==> src/rtl/lsu_pkg.sv <==
// ---------------------------------------------------------------------------
// lsu_pkg
// Shared definitions for the core: ALU and load/store funct3 codes, the
// byte-enable width, the LSU state type and a funct3 legality helper.
//
// Contents
//   DATA_W, BE_W        data/address width and byte-lane count
//   F3_*                ALU and load/store funct3 encodings
//   lsu_state_e         LSU controller states
//   f3_legal()          is a funct3 a supported load/store encoding
//
// Configuration macro: LSU_MISALIGN_TRAP_EN (consumed in lsu.sv)
// ---------------------------------------------------------------------------
package lsu_pkg;

   localparam int DATA_W = 32;
   localparam int BE_W   = DATA_W / 8;

   localparam logic [2:0] F3_ADD  = 3'b000;
   localparam logic [2:0] F3_SLL  = 3'b001;
   localparam logic [2:0] F3_SLT  = 3'b010;
   localparam logic [2:0] F3_SLTU = 3'b011;
   localparam logic [2:0] F3_XOR  = 3'b100;
   localparam logic [2:0] F3_SRL  = 3'b101;
   localparam logic [2:0] F3_OR   = 3'b110;
   localparam logic [2:0] F3_AND  = 3'b111;

   localparam logic [2:0] F3_LB  = 3'b000;
   localparam logic [2:0] F3_LH  = 3'b001;
   localparam logic [2:0] F3_LW  = 3'b010;
   localparam logic [2:0] F3_LBU = 3'b100;
   localparam logic [2:0] F3_LHU = 3'b101;
   localparam logic [2:0] F3_SB  = 3'b000;
   localparam logic [2:0] F3_SH  = 3'b001;
   localparam logic [2:0] F3_SW  = 3'b010;

   typedef enum logic [1:0] {
      ST_IDLE = 2'd0,
      ST_REQ  = 2'd1,
      ST_DONE = 2'd2
   } lsu_state_e;

   // Stores have no unsigned variants, so the legal set differs by direction.
   function automatic logic f3_legal(input logic is_store, input logic [2:0] f3);
      logic ok;
      if (is_store)
         ok = (f3 == F3_SB) || (f3 == F3_SH) || (f3 == F3_SW);
      else
         ok = (f3 == F3_LB) || (f3 == F3_LH) || (f3 == F3_LW) ||
              (f3 == F3_LBU) || (f3 == F3_LHU);
      return ok;
   endfunction

endpackage

==> src/rtl/lsu_if.sv <==
// ---------------------------------------------------------------------------
// lsu_if
// Single-cycle-acknowledge memory bus between the LSU (master) and memory
// (slave).
//
// Signals
//   mem_req_o    request, held until the acknowledge cycle
//   mem_we_o     write enable
//   mem_addr_o   word address, bits[1:0] always zero
//   mem_be_o     byte-lane enables
//   mem_wdata_o  lane-replicated store data
//   mem_rdata_i  read data, valid in the acknowledge cycle
//   mem_ack_i    acknowledge, one cycle
// ---------------------------------------------------------------------------
interface lsu_if
   import lsu_pkg::*;
#(
   parameter int SIZE = DATA_W
);

   logic            mem_req_o;
   logic            mem_we_o;
   logic [SIZE-1:0] mem_addr_o;
   logic [BE_W-1:0] mem_be_o;
   logic [SIZE-1:0] mem_wdata_o;
   logic [SIZE-1:0] mem_rdata_i;
   logic            mem_ack_i;

   modport master (
      output mem_req_o, mem_we_o, mem_addr_o, mem_be_o, mem_wdata_o,
      input  mem_rdata_i, mem_ack_i
   );

   modport slave (
      input  mem_req_o, mem_we_o, mem_addr_o, mem_be_o, mem_wdata_o,
      output mem_rdata_i, mem_ack_i
   );

endinterface

==> src/rtl/lsu_align.sv <==
// ---------------------------------------------------------------------------
// lsu_align
// Combinational lane steering for the LSU: byte enables and replicated data
// for stores, lane selection plus sign/zero extension for loads.
//
// Ports
//   f3         funct3 of the access
//   offset     address bits[1:0]
//   wdata      raw store data (rs2)
//   rdata      raw bus read word
//   be         byte-lane enables for the bus
//   wdata_lane store data replicated across lanes
//   rdata_ext  aligned and extended load result
// ---------------------------------------------------------------------------
module lsu_align
   import lsu_pkg::*;
(
   input  logic [2:0]        f3,
   input  logic [1:0]        offset,
   input  logic [DATA_W-1:0] wdata,
   input  logic [DATA_W-1:0] rdata,
   output logic [BE_W-1:0]   be,
   output logic [DATA_W-1:0] wdata_lane,
   output logic [DATA_W-1:0] rdata_ext
);

   logic [7:0]  load_byte;
   logic [15:0] load_half;

   // Store side: size comes from f3[1:0]. Halves only look at offset[1], so
   // a misaligned half silently lands on its natural boundary; words always
   // enable every lane.
   always_comb begin
      be         = 4'b1111;
      wdata_lane = wdata;
      case (f3[1:0])
         2'b00: begin
            be         = 4'b0001 << offset;
            wdata_lane = {4{wdata[7:0]}};
         end
         2'b01: begin
            be         = 4'b0011 << {offset[1], 1'b0};
            wdata_lane = {2{wdata[15:0]}};
         end
         default: begin
            be         = 4'b1111;
            wdata_lane = wdata;
         end
      endcase
   end

   // Load side: pick the addressed lane, then extend. f3[2] marks the
   // unsigned variants.
   always_comb begin
      load_byte = rdata[7:0];
      case (offset)
         2'd0:    load_byte = rdata[7:0];
         2'd1:    load_byte = rdata[15:8];
         2'd2:    load_byte = rdata[23:16];
         default: load_byte = rdata[31:24];
      endcase
      load_half = offset[1] ? rdata[31:16] : rdata[15:0];
      rdata_ext = rdata;
      case (f3[1:0])
         2'b00:   rdata_ext = {{24{load_byte[7] & ~f3[2]}}, load_byte};
         2'b01:   rdata_ext = {{16{load_half[15] & ~f3[2]}}, load_half};
         default: rdata_ext = rdata;
      endcase
   end

endmodule

==> src/rtl/lsu.sv <==
// ---------------------------------------------------------------------------
// lsu
// Load/store unit: captures one access request, runs it over the memory bus
// and returns an aligned, extended load result or an error pulse.
//
// Ports
//   clk, rst      clock, asynchronous active-high reset
//   start_i       one-cycle request, sampled only when idle
//   is_store_i    1 = store, 0 = load
//   f3_i          funct3 of the access
//   addr_i        effective address
//   wdata_i       store data
//   busy_o        high whenever not idle
//   done_o        one-cycle completion pulse
//   err_o         access rejected (valid with done_o)
//   rdata_o       last load result, held until the next load completes
//   bus           memory bus (lsu_if master)
//
// Configuration
//   LSU_MISALIGN_TRAP_EN  defined: misaligned half/word accesses are rejected
//                         without a bus cycle. Undefined: they are issued
//                         with the low address bits dropped.
// ---------------------------------------------------------------------------
module lsu
   import lsu_pkg::*;
#(
   parameter int SIZE = 32
)
(
   input  logic            clk,
   input  logic            rst,
   input  logic            start_i,
   input  logic            is_store_i,
   input  logic [2:0]      f3_i,
   input  logic [SIZE-1:0] addr_i,
   input  logic [SIZE-1:0] wdata_i,
   output logic            busy_o,
   output logic            done_o,
   output logic            err_o,
   output logic [SIZE-1:0] rdata_o,
   lsu_if.master           bus
);

   lsu_state_e      state;
   logic            is_store_q;
   logic [2:0]      f3_q;
   logic [SIZE-1:0] addr_q;
   logic [SIZE-1:0] wdata_q;
   logic            req;
   logic            busy;
   logic            done;
   logic            err;
   logic [SIZE-1:0] rdata;

   logic            misaligned;
   logic            accept;
   logic [BE_W-1:0] be_lane;
   logic [SIZE-1:0] wdata_lane;
   logic [SIZE-1:0] load_data;

   // Misalignment only matters when trapping is built in; otherwise the
   // align block truncates the offset for us.
`ifdef LSU_MISALIGN_TRAP_EN
   assign misaligned = ((f3_i[1:0] == 2'b01) && addr_i[0]) ||
                       ((f3_i[1:0] == 2'b10) && (addr_i[1:0] != 2'b00));
`else
   assign misaligned = 1'b0;
`endif

   assign accept = f3_legal(is_store_i, f3_i) && !misaligned;

   // Lane steering always works from the captured request so the bus stays
   // stable for the whole request phase regardless of the input pins.
   lsu_align u_align (
      .f3         (f3_q),
      .offset     (addr_q[1:0]),
      .wdata      (wdata_q),
      .rdata      (bus.mem_rdata_i),
      .be         (be_lane),
      .wdata_lane (wdata_lane),
      .rdata_ext  (load_data)
   );

   // Controller: capture on start, issue the bus cycle for legal accesses,
   // skip straight to DONE with an error for rejected ones. All outputs are
   // registered here; reset drops the request immediately.
   always_ff @(posedge clk or posedge rst) begin
      if (rst) begin
         state      <= ST_IDLE;
         is_store_q <= 1'b0;
         f3_q       <= 3'b000;
         addr_q     <= '0;
         wdata_q    <= '0;
         req        <= 1'b0;
         busy       <= 1'b0;
         done       <= 1'b0;
         err        <= 1'b0;
         rdata      <= '0;
      end else begin
         case (state)
            ST_IDLE: begin
               if (start_i) begin
                  is_store_q <= is_store_i;
                  f3_q       <= f3_i;
                  addr_q     <= addr_i;
                  wdata_q    <= wdata_i;
                  busy       <= 1'b1;
                  if (accept) begin
                     state <= ST_REQ;
                     req   <= 1'b1;
                  end else begin
                     state <= ST_DONE;
                     done  <= 1'b1;
                     err   <= 1'b1;
                  end
               end
            end
            ST_REQ: begin
               if (bus.mem_ack_i) begin
                  state <= ST_DONE;
                  req   <= 1'b0;
                  done  <= 1'b1;
                  err   <= 1'b0;
                  if (!is_store_q)
                     rdata <= load_data;
               end
            end
            ST_DONE: begin
               state <= ST_IDLE;
               done  <= 1'b0;
               err   <= 1'b0;
               busy  <= 1'b0;
            end
            default: begin
               state <= ST_IDLE;
               req   <= 1'b0;
               done  <= 1'b0;
               err   <= 1'b0;
               busy  <= 1'b0;
            end
         endcase
      end
   end

   // Bus fields are qualified by the request so nothing leaks onto the bus
   // outside a request phase.
   assign bus.mem_req_o   = req;
   assign bus.mem_we_o    = req & is_store_q;
   assign bus.mem_addr_o  = req ? {addr_q[SIZE-1:2], 2'b00} : '0;
   assign bus.mem_be_o    = req ? be_lane : '0;
   assign bus.mem_wdata_o = req ? wdata_lane : '0;

   assign busy_o  = busy;
   assign done_o  = done;
   assign err_o   = err;
   assign rdata_o = rdata;

endmodule
==> src/flat_wrapper.sv <==
// flat-port wrapper written by rule: the top's interface ports become plain ports
module lsu_flat import lsu_pkg::*;
#(
   parameter int SIZE = 32
)
  (clk, rst, start_i, is_store_i, f3_i, addr_i, wdata_i, busy_o, done_o, err_o, rdata_o, bus_mem_req_o, bus_mem_we_o, bus_mem_addr_o, bus_mem_be_o, bus_mem_wdata_o, bus_mem_rdata_i, bus_mem_ack_i);
  lsu_if #(.SIZE(SIZE)) bus_i ();
  input  logic clk;
  input  logic rst;
  input  logic start_i;
  input  logic is_store_i;
  input  logic [2:0] f3_i;
  input  logic [SIZE-1:0] addr_i;
  input  logic [SIZE-1:0] wdata_i;
  output logic busy_o;
  output logic done_o;
  output logic err_o;
  output logic [SIZE-1:0] rdata_o;
  output wire logic [$bits(bus_i.mem_req_o)-1:0] bus_mem_req_o;
  output wire logic [$bits(bus_i.mem_we_o)-1:0] bus_mem_we_o;
  output wire logic [$bits(bus_i.mem_addr_o)-1:0] bus_mem_addr_o;
  output wire logic [$bits(bus_i.mem_be_o)-1:0] bus_mem_be_o;
  output wire logic [$bits(bus_i.mem_wdata_o)-1:0] bus_mem_wdata_o;
  input wire logic [$bits(bus_i.mem_rdata_i)-1:0] bus_mem_rdata_i;
  input wire logic [$bits(bus_i.mem_ack_i)-1:0] bus_mem_ack_i;
  assign bus_mem_req_o = bus_i.mem_req_o;
  assign bus_mem_we_o = bus_i.mem_we_o;
  assign bus_mem_addr_o = bus_i.mem_addr_o;
  assign bus_mem_be_o = bus_i.mem_be_o;
  assign bus_mem_wdata_o = bus_i.mem_wdata_o;
  assign bus_i.mem_rdata_i = bus_mem_rdata_i;
  assign bus_i.mem_ack_i = bus_mem_ack_i;
  lsu #(.SIZE(SIZE)) u_core (.clk(clk), .rst(rst), .start_i(start_i), .is_store_i(is_store_i), .f3_i(f3_i), .addr_i(addr_i), .wdata_i(wdata_i), .busy_o(busy_o), .done_o(done_o), .err_o(err_o), .rdata_o(rdata_o), .bus(bus_i));
endmodule
==> config.mk <==
export PLATFORM = sky130hd
export DESIGN_NAME = lsu_flat
export DESIGN_NICKNAME = d
export VERILOG_FILES = /design/src/rtl/lsu_pkg.sv /design/src/rtl/lsu_if.sv /design/src/rtl/lsu_align.sv /design/src/rtl/lsu.sv /design/src/flat_wrapper.sv
export SDC_FILE = /design/constraint.sdc
export NUM_CORES = 1
export LEC_CHECK = 0
export CORE_UTILIZATION = 45
export CTS_CLUSTER_SIZE = 8
export DETAILED_ROUTE_END_ITERATION = 12
export PLACE_DENSITY = 0.84
export SYNTH_ARGS = -nofsm -noshare
export SYNTH_HDL_FRONTEND = slang
export SYNTH_SLANG_ARGS = --single-unit
export TNS_END_PERCENT = 100
==> constraint.sdc <==
create_clock -name clk -period 7.3 [get_ports clk]
set_input_delay 1.46 -clock clk [delete_from_list [all_inputs] [get_ports clk]]
set_output_delay 1.46 -clock clk [all_outputs]
set_load 0.02 [all_outputs]
# Word-level counts from Yosys, hierarchy flattened
# Index checks and enable logic that the tools add are counted.
[classes]
n_shift = 2
n_mux = 24
n_reduce_logical = 14
n_bitwise = 7
eq_ne = 13
[ops]
columns = ["operator", "count"]
rows = [
  ["32-bit one-hot mux with 2 select lines", 2],
  ["32-bit two-way mux", 2],
  ["8-bit one-hot mux with 3 select lines", 1],
  ["16-bit two-way mux", 1],
  ["1-bit two-way mux", 8],
  ["4-bit one-hot mux with 2 select lines", 1],
  ["2-bit by 1-bit equality test with 1-bit output, second input constant", 3],
  ["3-bit equality test, second input constant", 2],
  ["2-bit logical NOT", 3],
  ["2-bit two-way mux", 3],
  ["2-bit inequality test, second input constant", 3],
  ["1-bit one-hot mux with 2 select lines", 3],
  ["2-bit AND reduction", 3],
  ["3-bit AND reduction", 2],
  ["2-bit equality test, second input constant", 2],
  ["1-bit logical OR", 4],
  ["4-bit two-way mux", 1],
  ["1-bit inverter", 4],
  ["2-bit one-hot mux with 2 select lines", 1],
  ["4-bit AND reduction", 1],
  ["1-bit by 2-bit << shifter with 4-bit output, first input constant", 1],
  ["2-bit by 2-bit << shifter with 4-bit output, first input constant", 1],
  ["1-bit bitwise AND", 3],
  ["3-bit by 1-bit equality test with 1-bit output, second input constant", 1],
  ["4 further kinds", 4],
]
[totals]
elab_cells = 70
inputBits = 104
out_inout_bits = 105
register_bits = 106

# Longest topological paths before layout
# Gate-level depths: netlist of run 1.
[logic_depth]
depth_word = 9
depth_mapped = 7
depth_no_buf = 4

# Cells and area by module
# From an unflattened synthesis of run 1, not the netlist that was laid out.
[hier_totals]
cells_unflattened = 487
area_unflattened_um2 = 5820.6
[modules_own_cells]
columns = ["module", "seq_area_each_um2", "area_per_inst_um2", "n_inst", "cells_each"]
rows = [
  ["lsu", 2652.5, 4636.9, 1, 317],
  ["lsu_align", 0.0, 1183.6, 1, 170],
]

# Worst setup path before layout of run 1
# Ideal clock, no wire load.
[synth_path]
kind = "register -> output"
from = "register u_core.f3_q[0]"
to = "output bus_mem_wdata_o[10]"
path_buffers = 1
setup_slack_ps = 4358
arrival_time_ps = 1482
path_stages_with_launch = 5
t_required_ps = 5840
path_cell_list = "dfrtp_1 > buf_2 > nor2_1 > nand2_1 > a21boi_0"
[synth_between]
elab_chain_cells = 3
elab_cells_between_ends = 4
cone_classes = "eq/ne (1); mux (2); reduce/logical (1)"
[synth_lines]
columns = ["element", "line", "text"]
rows = [
  ["start, declared", "lsu.sv:46", "logic [2:0] f3_q;"],
  ["start signal, assigned", "lsu.sv:104", "f3_q <= f3_i;"],
  ["2-bit by 1-bit equality test with 1-bit output / 2-bit logical NOT (equally long branches)", "lsu_align.sv:36", "case (f3[1:0])"],
  ["32-bit one-hot mux with 2 select lines (*)", "lsu_align.sv:36", ""],
  ["32-bit two-way mux (*)", "lsu.sv:151", "assign bus.mem_wdata_o = req ? wdata_lane : '0;"],
  ["end, declared", "flat_wrapper.sv:23", "output wire logic [$bits(bus_i.mem_wdata_o)-1:0] bus_mem_wdata_o;"],
]
# Every way passes the cells marked *; elsewhere a longest branch is shown, timed or not.

# Final worst setup path of run 1
# Ends and elaborated chain as after synthesis.

==> results.py, run 1 <==
metrics = {
    "global_route": {
        "grt-ovfl-total": 0,
        "grt_pass1_wl_mm": 26.5,
        "grt_pass1_vias": 5108,
        "antenna_found_initial": 0,
        "grt_max_degree": 70,
        "grt_usage_pct": 27.2,
    },
    "sta": {
        "skew_ps": 7.55,
        "setup-violations-final": 0,
        "setup_tns_ps": 0,
        "slew_headroom_pct": 35.1,
        "hold_viol": 0,
        "tightest_slew_ps": 973,
        "slew_viol_final": 0,
        "fmax_mhz": 239,
        "whs_ps": 470,
        "fin_ws_ps": 3110,
        "fin_crit_ps": 4190,
        "fin_crit_sh_pct": 57.4,
        "rsz0062_at_grt": "false",
    },
    "pwr": {
        "p_leak_nw": 3.52,
        "powerDensity_nw_per_um2": 394,
        "ir_worst_vdd_mv": 0.218,
        "total_power_mw": 3.04,
    },
    "logic_synthesis": {
        "synthXorXnorAreaFrac_pct": 0,
        "synth_top_family_by_area": "simple AND/OR/NAND/NOR gates",
        "synthTopCellsByArea": "dfrtp_1, nand2_1, and2_1",
        "yosys_warnings": 0,
        "synthCells": 626,
        "synthAdderAreaFrac_pct": 0,
        "synth_seq_cells": 106,
        "ys_seq_area_share_pct": 49.8,
        "synth_ff_type": "dfrtp_1",
        "yosys.area.top_type": "dfrtp_1",
        "yosysTopAreaCellShare_pct": 49.8,
        "syn_area_um2": 5320,
        "ys_types": 40,
        "synth_edf_count": 0,
        "syn_area_per_cell_um2": 8.50,
        "synth-simple-area-share_pct": 27.2,
        "synthMuxAreaShare_pct": 5.15,
        "async_flop_share_pct": 100,
        "synth_compound_area_share_pct": 13.3,
    },
    "layout": {
        "areaGrowthSynthToFinish_pct": 44.9,
        "drive_gt1_share_pct": 5.32,
        "fin_nets": 907,
        "antennaDiodeCount": 0,
        "final_cell_area_um2": 7710,
        "finalCoreUtilization_pct": 67.3,
        "layout.cells.non_filler": 951,
    },
    "status": {
        "status": "completed",
    },
    "routing": {
        "antenna_left": 0,
        "wl_per_cell_um": 17.2,
        "drc": 0,
        "vias": 5111,
        "drtPass1Iterations": 5,
        "vias_per_cell": 5.37,
        "postRouteWirelength_mm": 16.4,
        "first_iter_violations": 310,
    },
    "floorplan": {
        "die_area_um2": 12300,
        "initial_core_util_pct": 46.4,
        "die_w_um": 111,
        "ios": 209,
        "rows": 39,
        "die_height_um": 111,
        "core-area_um2": 11500,
    },
    "setup_path": {
        "cp_data_required_time_ps": 5840,
        "critPathSlowestCell": "dfrtp_1",
        "critPathCaptureType": "primary output",
        "crit_type": "flop to primary output",
        "path_max_fanout": 20,
        "max_stage_delay_ps": 810,
        "cp.arrival_ps": 2730,
        "path_cells": "or2_0 > nand2_1 > a21boi_0 > clkdlybuf4s50_1",
        "worst_setup_path_start_kind": "flop",
    },
    "clocking": {
        "cts.path.max_buffers": 2,
        "postCtsResizedCells": 0,
        "cts_buffers": 9,
        "cts_tree": "yes",
        "htreeDepth": 3,
        "clock-sinks": 106,
        "cts_setup_buffers": 0,
        "postCtsHoldBufs": 0,
        "clkSlewWorstSetupHoldPaths_ps": 70,
        "insertion_delay_ps": 350,
        "cts-root-buf": "clkbuf_16",
    },
    "placed_design": {
        "post_dp_cell_area_um2": 7410,
        "routabilityCongestion": 0.876,
        "portBuffers": 206,
        "dp_hpwl_mm": 11.6,
        "dp_slack_ps": 3480,
        "place_inst": 935,
    },
    "min_path": {
        "hp-class": "flop to flop",
    },
    "flow_run": {
        "drv_cap": 0,
    },
}
-- sequential cells by signal, summed over array words and instances (netlist names) --
signal and cells:
u_core.is_store_q 1, u_core.err_o 1, u_core.addr_q 32, u_core.done_o 1
u_core.f3_q 3, u_core.rdata_o 32, u_core.bus.mem_req_o 1, u_core.busy_o 1
u_core.state 2, u_core.wdata_q 32
-- synthesized netlist by cell type (2+ instances only) --
cell,count
nand2_1,247
dfrtp_1,106
and2_1,41
a21oi_1,29
clkbuf_1,29
nor2_1,25
o21ai_0,23
mux2i_1,18
buf_2,13
a21boi_0,10
nor2b_1,10
o211a_1,8
mux2_2,7
o221ai_1,7
o32ai_1,6
inv_1,5
o221a_2,5
nand2b_1,3
o22a_1,3
o31ai_1,3
buf_1,2
buf_4,2
buf_6,2
nand3b_1,2
nor3_1,2
o22ai_1,2
o311ai_0,2
or3b_2,2
-- layer usage --
metal / vias up / global-route usage [%] / routed length [um]
li1: 2394 / - / -
met1: 2453 / 34.4 / 6650
met2: 240 / 44.9 / 7910
met3: 24 / 7.71 / 1470
met4: 0 / 8.80 / 342
met5: - / 0 / 0
-- path summary, 6_finish.rpt --
kind	cells after the start	slack (ps)	to	startpoint
hold / removal	2	470	u_core.addr_q[10]	u_core.addr_q[10]
setup reg to reg	4	4840	u_core.rdata_o[29]	u_core.f3_q[0]
max in group asynchronous	3	4530	u_core.bus.mem_req_o	rst
setup / recovery	4	3110	bus_mem_wdata_o[10]	u_core.f3_q[0]
min in group asynchronous	2	1510	u_core.rdata_o[17]	rst
hold reg to reg	2	470	u_core.addr_q[10]	u_core.addr_q[10]
-- worst max-delay path: cells and delay by family, from the launching register on --
kind	cells	cell delay, ps
buffers and inverters	1	640
AOI/OAI and AO/OA	1	230
DFF	1	810
and+or+nand+nor	2	710
-- kinds of logic after synthesis --
group,Yosys count
simple gates,338
flops,106
mux,26
other cells,1
buf+inv,53
compound gates,102
-- final cells by class --
class / instances / area [um2]
clock inverter: 4 / 51.3
fill: 934 / 3750
multi-input combinational: 468 / 2450
clock buffer: 12 / 246
inverter: 5 / 21.3
tap: 143 / 179
sequential: 106 / 2650
timing repair buffer: 213 / 2110
-- cell usage in the layout (no fill, tap or decap), types with 2 or more instances in the layout --
master / synthesis / final
clkbuf_16: 0 / 9
nor2_1: 25 / 25
o22ai_1: 2 / 2
nor3_1: 2 / 2
o221ai_1: 7 / 7
a21boi_0: 10 / 10
clkbuf_1: 29 / 2
o311ai_0: 2 / 2
and2_1: 41 / 40
mux2i_1: 18 / 18
o21ai_0: 23 / 23
mux2_2: 7 / 7
buf_4: 2 / 7
conb_1: 1 / 2
o221a_2: 5 / 5
inv_1: 5 / 4
or3b_2: 2 / 2
dfrtp_1: 106 / 105
o32ai_1: 6 / 6
clkdlybuf4s50_1: 0 / 206
o211a_1: 8 / 8
nand2_1: 247 / 246
nor2b_1: 10 / 10
o31ai_1: 3 / 3
o22a_1: 3 / 3
nand2b_1: 3 / 3
a21oi_1: 29 / 29
nand3b_1: 2 / 2
-- where the power goes --
part	leakage, nW	total, mW	internal [mW]	switching (mW)
registers	1.28	1.03	0.806	0.221
logic	2.10	1.52	0.731	0.786
clock network	0.143	0.492	0.276	0.216
Note: power is estimated with default switching activity, not from simulation.
==> run 2, diff against run 1 <==
--- a/config.mk
+++ b/config.mk
@@ -5,10 +5,10 @@
 export SDC_FILE = /design/constraint.sdc
 export NUM_CORES = 1
 export LEC_CHECK = 0
-export CORE_UTILIZATION = 45
+export CORE_UTILIZATION = 40
 export CTS_CLUSTER_SIZE = 8
 export DETAILED_ROUTE_END_ITERATION = 12
-export PLACE_DENSITY = 0.84
+export PLACE_DENSITY = 0.79
 export SYNTH_ARGS = -nofsm -noshare
 export SYNTH_HDL_FRONTEND = slang
 export SYNTH_SLANG_ARGS = --single-unit
==> constraint.sdc (replaced) <==
create_clock -name clk -period 3.7 [get_ports clk]
set_input_delay 0.74 -clock clk [delete_from_list [all_inputs] [get_ports clk]]
set_output_delay 0.74 -clock clk [all_outputs]
set_load 0.02 [all_outputs]
==> run 2 against run 1 <==
- sequential power grew 92%
- clock skew grew 0.50 ps
- first-iteration DRC count up 11%
- die area is 12% higher
- clock power up 110%
- sequential cell count stayed put
- non-clock buffer count grew 6
- sequential share of layout area down 0.57 points
- cell count up 3.7%
==> results.py, run 2 (synthesized netlist as in run 1, its figures left out) <==
metrics = {
    "layout": {
        "layout.cells.non_filler": 986,
        "final_cell_area_um2": 7840,
        "finalCoreUtilization_pct": 61.4,
        "areaGrowthSynthToFinish_pct": 47.3,
        "fin_nets": 913,
        "final_common_cell": "nand2_1",
        "antennaDiodeCount": 0,
        "multi_input_area_um2": 2450,
        "num-fill-cells": 1077,
        "seqCellArea_um2": 2650,
        "final_cell_mix": "nand2_1, clkdlybuf4s50_1, dfrtp_1",
        "drive_gt1_share_pct": 6.14,
    },
    "clocking": {
        "cts_buffers": 9,
        "cts_setup_buffers": 0,
        "clock-sinks": 106,
        "cts-root-buf": "clkbuf_16",
        "insertion_delay_ps": 350,
        "htreeDepth": 3,
        "cts_tree": "yes",
        "clkSlewWorstSetupHoldPaths_ps": 70,
        "postCtsHoldBufs": 0,
        "postCtsResizedCells": 0,
        "cts.path.max_buffers": 2,
    },
    "min_path": {
        "hp-class": "flop to flop",
    },
    "setup_path": {
        "cp.arrival_ps": 2600,
        "crit_type": "flop to primary output",
        "critPathSlowestCell": "inv_1",
        "worst_setup_path_start_kind": "flop",
        "r2r_slack_ps": 1450,
        "reg2reg_from": "u_core.addr_q[1]",
        "worstSetupEndpoint": "bus_mem_be_o[0]",
        "max_stage_delay_ps": 560,
        "cp_data_required_time_ps": 2960,
        "rr_endpoint": "u_core.rdata_o[23]",
        "crit_start": "u_core.f3_q[1]",
        "cp.depth": 5,
        "critPathCaptureType": "primary output",
        "crit_family": "buffers and inverters",
        "ff2ff_path_depth": 5,
        "critPathBufInv": 3,
        "path_max_fanout": 22,
        "path_cells": "buf_4 > inv_1 > o21ai_0 > and2_1 > clkdlybuf4s50_1",
    },
    "floorplan": {
        "die_w_um": 117,
        "rows": 41,
        "initial_core_util_pct": 41.7,
        "core-area_um2": 12800,
        "die_area_um2": 13800,
        "ios": 209,
        "die_height_um": 117,
    },
    "pwr": {
        "power.switching_mw": 2.44,
        "ir_worst_vdd_mv": 0.383,
        "pwr-share-comb_pct": 50.5,
        "swShare_pct": 39.9,
        "powerDensity_nw_per_um2": 780,
        "seq_power_share_pct": 32.3,
        "p_leak_nw": 3.57,
        "power_frac_clock_pct": 17.2,
        "internal_power_mw": 3.67,
    },
    "sta": {
        "setup_tns_ps": 0,
        "slew_viol_final": 0,
        "fmax_mhz": 300,
        "hold_viol": 0,
        "rsz0062_at_grt": "false",
        "fin_crit_ps": 3340,
        "slew_headroom_pct": 48.4,
        "setup-violations-final": 0,
        "whs_ps": 472,
        "tightest_slew_ps": 772,
        "fin_crit_sh_pct": 90.2,
        "skew_ps": 8.05,
    },
    "placed_design": {
        "routabilityCongestion": 0.897,
        "place_inst": 970,
        "post_dp_cell_area_um2": 7520,
        "portBuffers": 206,
        "dp_hpwl_mm": 11.8,
    },
    "global_route": {
        "grt_pass1_vias": 5225,
        "grt_max_degree": 66,
        "grt_usage_pct": 25.6,
        "antenna_found_initial": 0,
        "grt-ovfl-total": 0,
        "grt_pass1_wl_mm": 27.8,
    },
    "routing": {
        "vias": 5152,
        "antenna_left": 0,
        "drtPass1Iterations": 5,
        "wl_per_cell_um": 17.4,
        "postRouteWirelength_mm": 17.2,
        "vias_per_cell": 5.23,
        "first_iter_violations": 345,
        "drc": 0,
    },
    "status": {
        "status": "completed",
    },
    "flow_run": {
        "drv_cap": 0,
    },
}
run 2: cell types whose count changed in the layout (fill, tap and decap cells not counted), sizes merged:
cell and change:
buf +6, bufinv +1, clkbuf -1
run 2: how the worst min path moves through the flow:
| stage | from | to | slack (ps) | cells after the start |
|---|---|---|---|---|
| detailed placement | u_core.addr_q[4] | u_core.addr_q[4] | 460 | 2 |
| floorplan | u_core.addr_q[10] | u_core.addr_q[10] | 440 | 2 |
| finish | u_core.addr_q[4] | u_core.addr_q[4] | 470 | 2 |
| global route | u_core.addr_q[2] | u_core.addr_q[2] | 490 | 2 |
| CTS | u_core.addr_q[4] | u_core.addr_q[4] | 480 | 2 |
| global placement | u_core.addr_q[5] | u_core.addr_q[5] | 450 | 2 |
run 2: cell type report:
type	count	share of cell area (%)
Tap cell	172	2.74
Timing Repair Buffer	219	27.9
Inverter	5	0.271
Multi-Input combinational cell	468	31.2
Sequential cell	106	33.8
Clock inverter	5	0.989
Clock buffer	11	3.10
run 2: per-layer routing:
metal  vias to the layer above  global-route usage (%)  routed length, um
met5                         -                       0                  0
met4                         0                    9.42                437
met3                        30                    8.12               1520
met2                       246                    41.3               8010
met1                      2472                    32.1               7200
li1                       2404                       -                  -
run 2: worst register-to-register path, delay by kind of cell (launching register included):
| family | cells | cell delay, ps |
|---|---|---|
| AO/OA/AOI/OAI | 2 | 400 |
| flip-flops | 1 | 560 |
| AND/OR/NAND/NOR | 1 | 480 |
| multiplexers | 1 | 370 |
| buffers and inverters | 1 | 270 |
run 2: power groups by stage:
stage               Combinational, mW  Clock [mW]  Sequential (mW)
finish                           3.09        1.05             1.98
global route                     3.31        1.11             2.04
CTS                              3.11        1.06             1.97
detailed placement               3.08           0             1.98
global placement                 3.04           0             1.96
floorplan                        1.55           0             2.06
run 2: metrics by stage:
step           setup slack [ps]  total power, mW
2_1_floorplan               171             3.61
3_3_place_gp                751             5.00
3_5_place_dp                703             5.06
4_1_cts                     316             6.14
5_1_grt                     166             6.46
6_report                    364             6.12
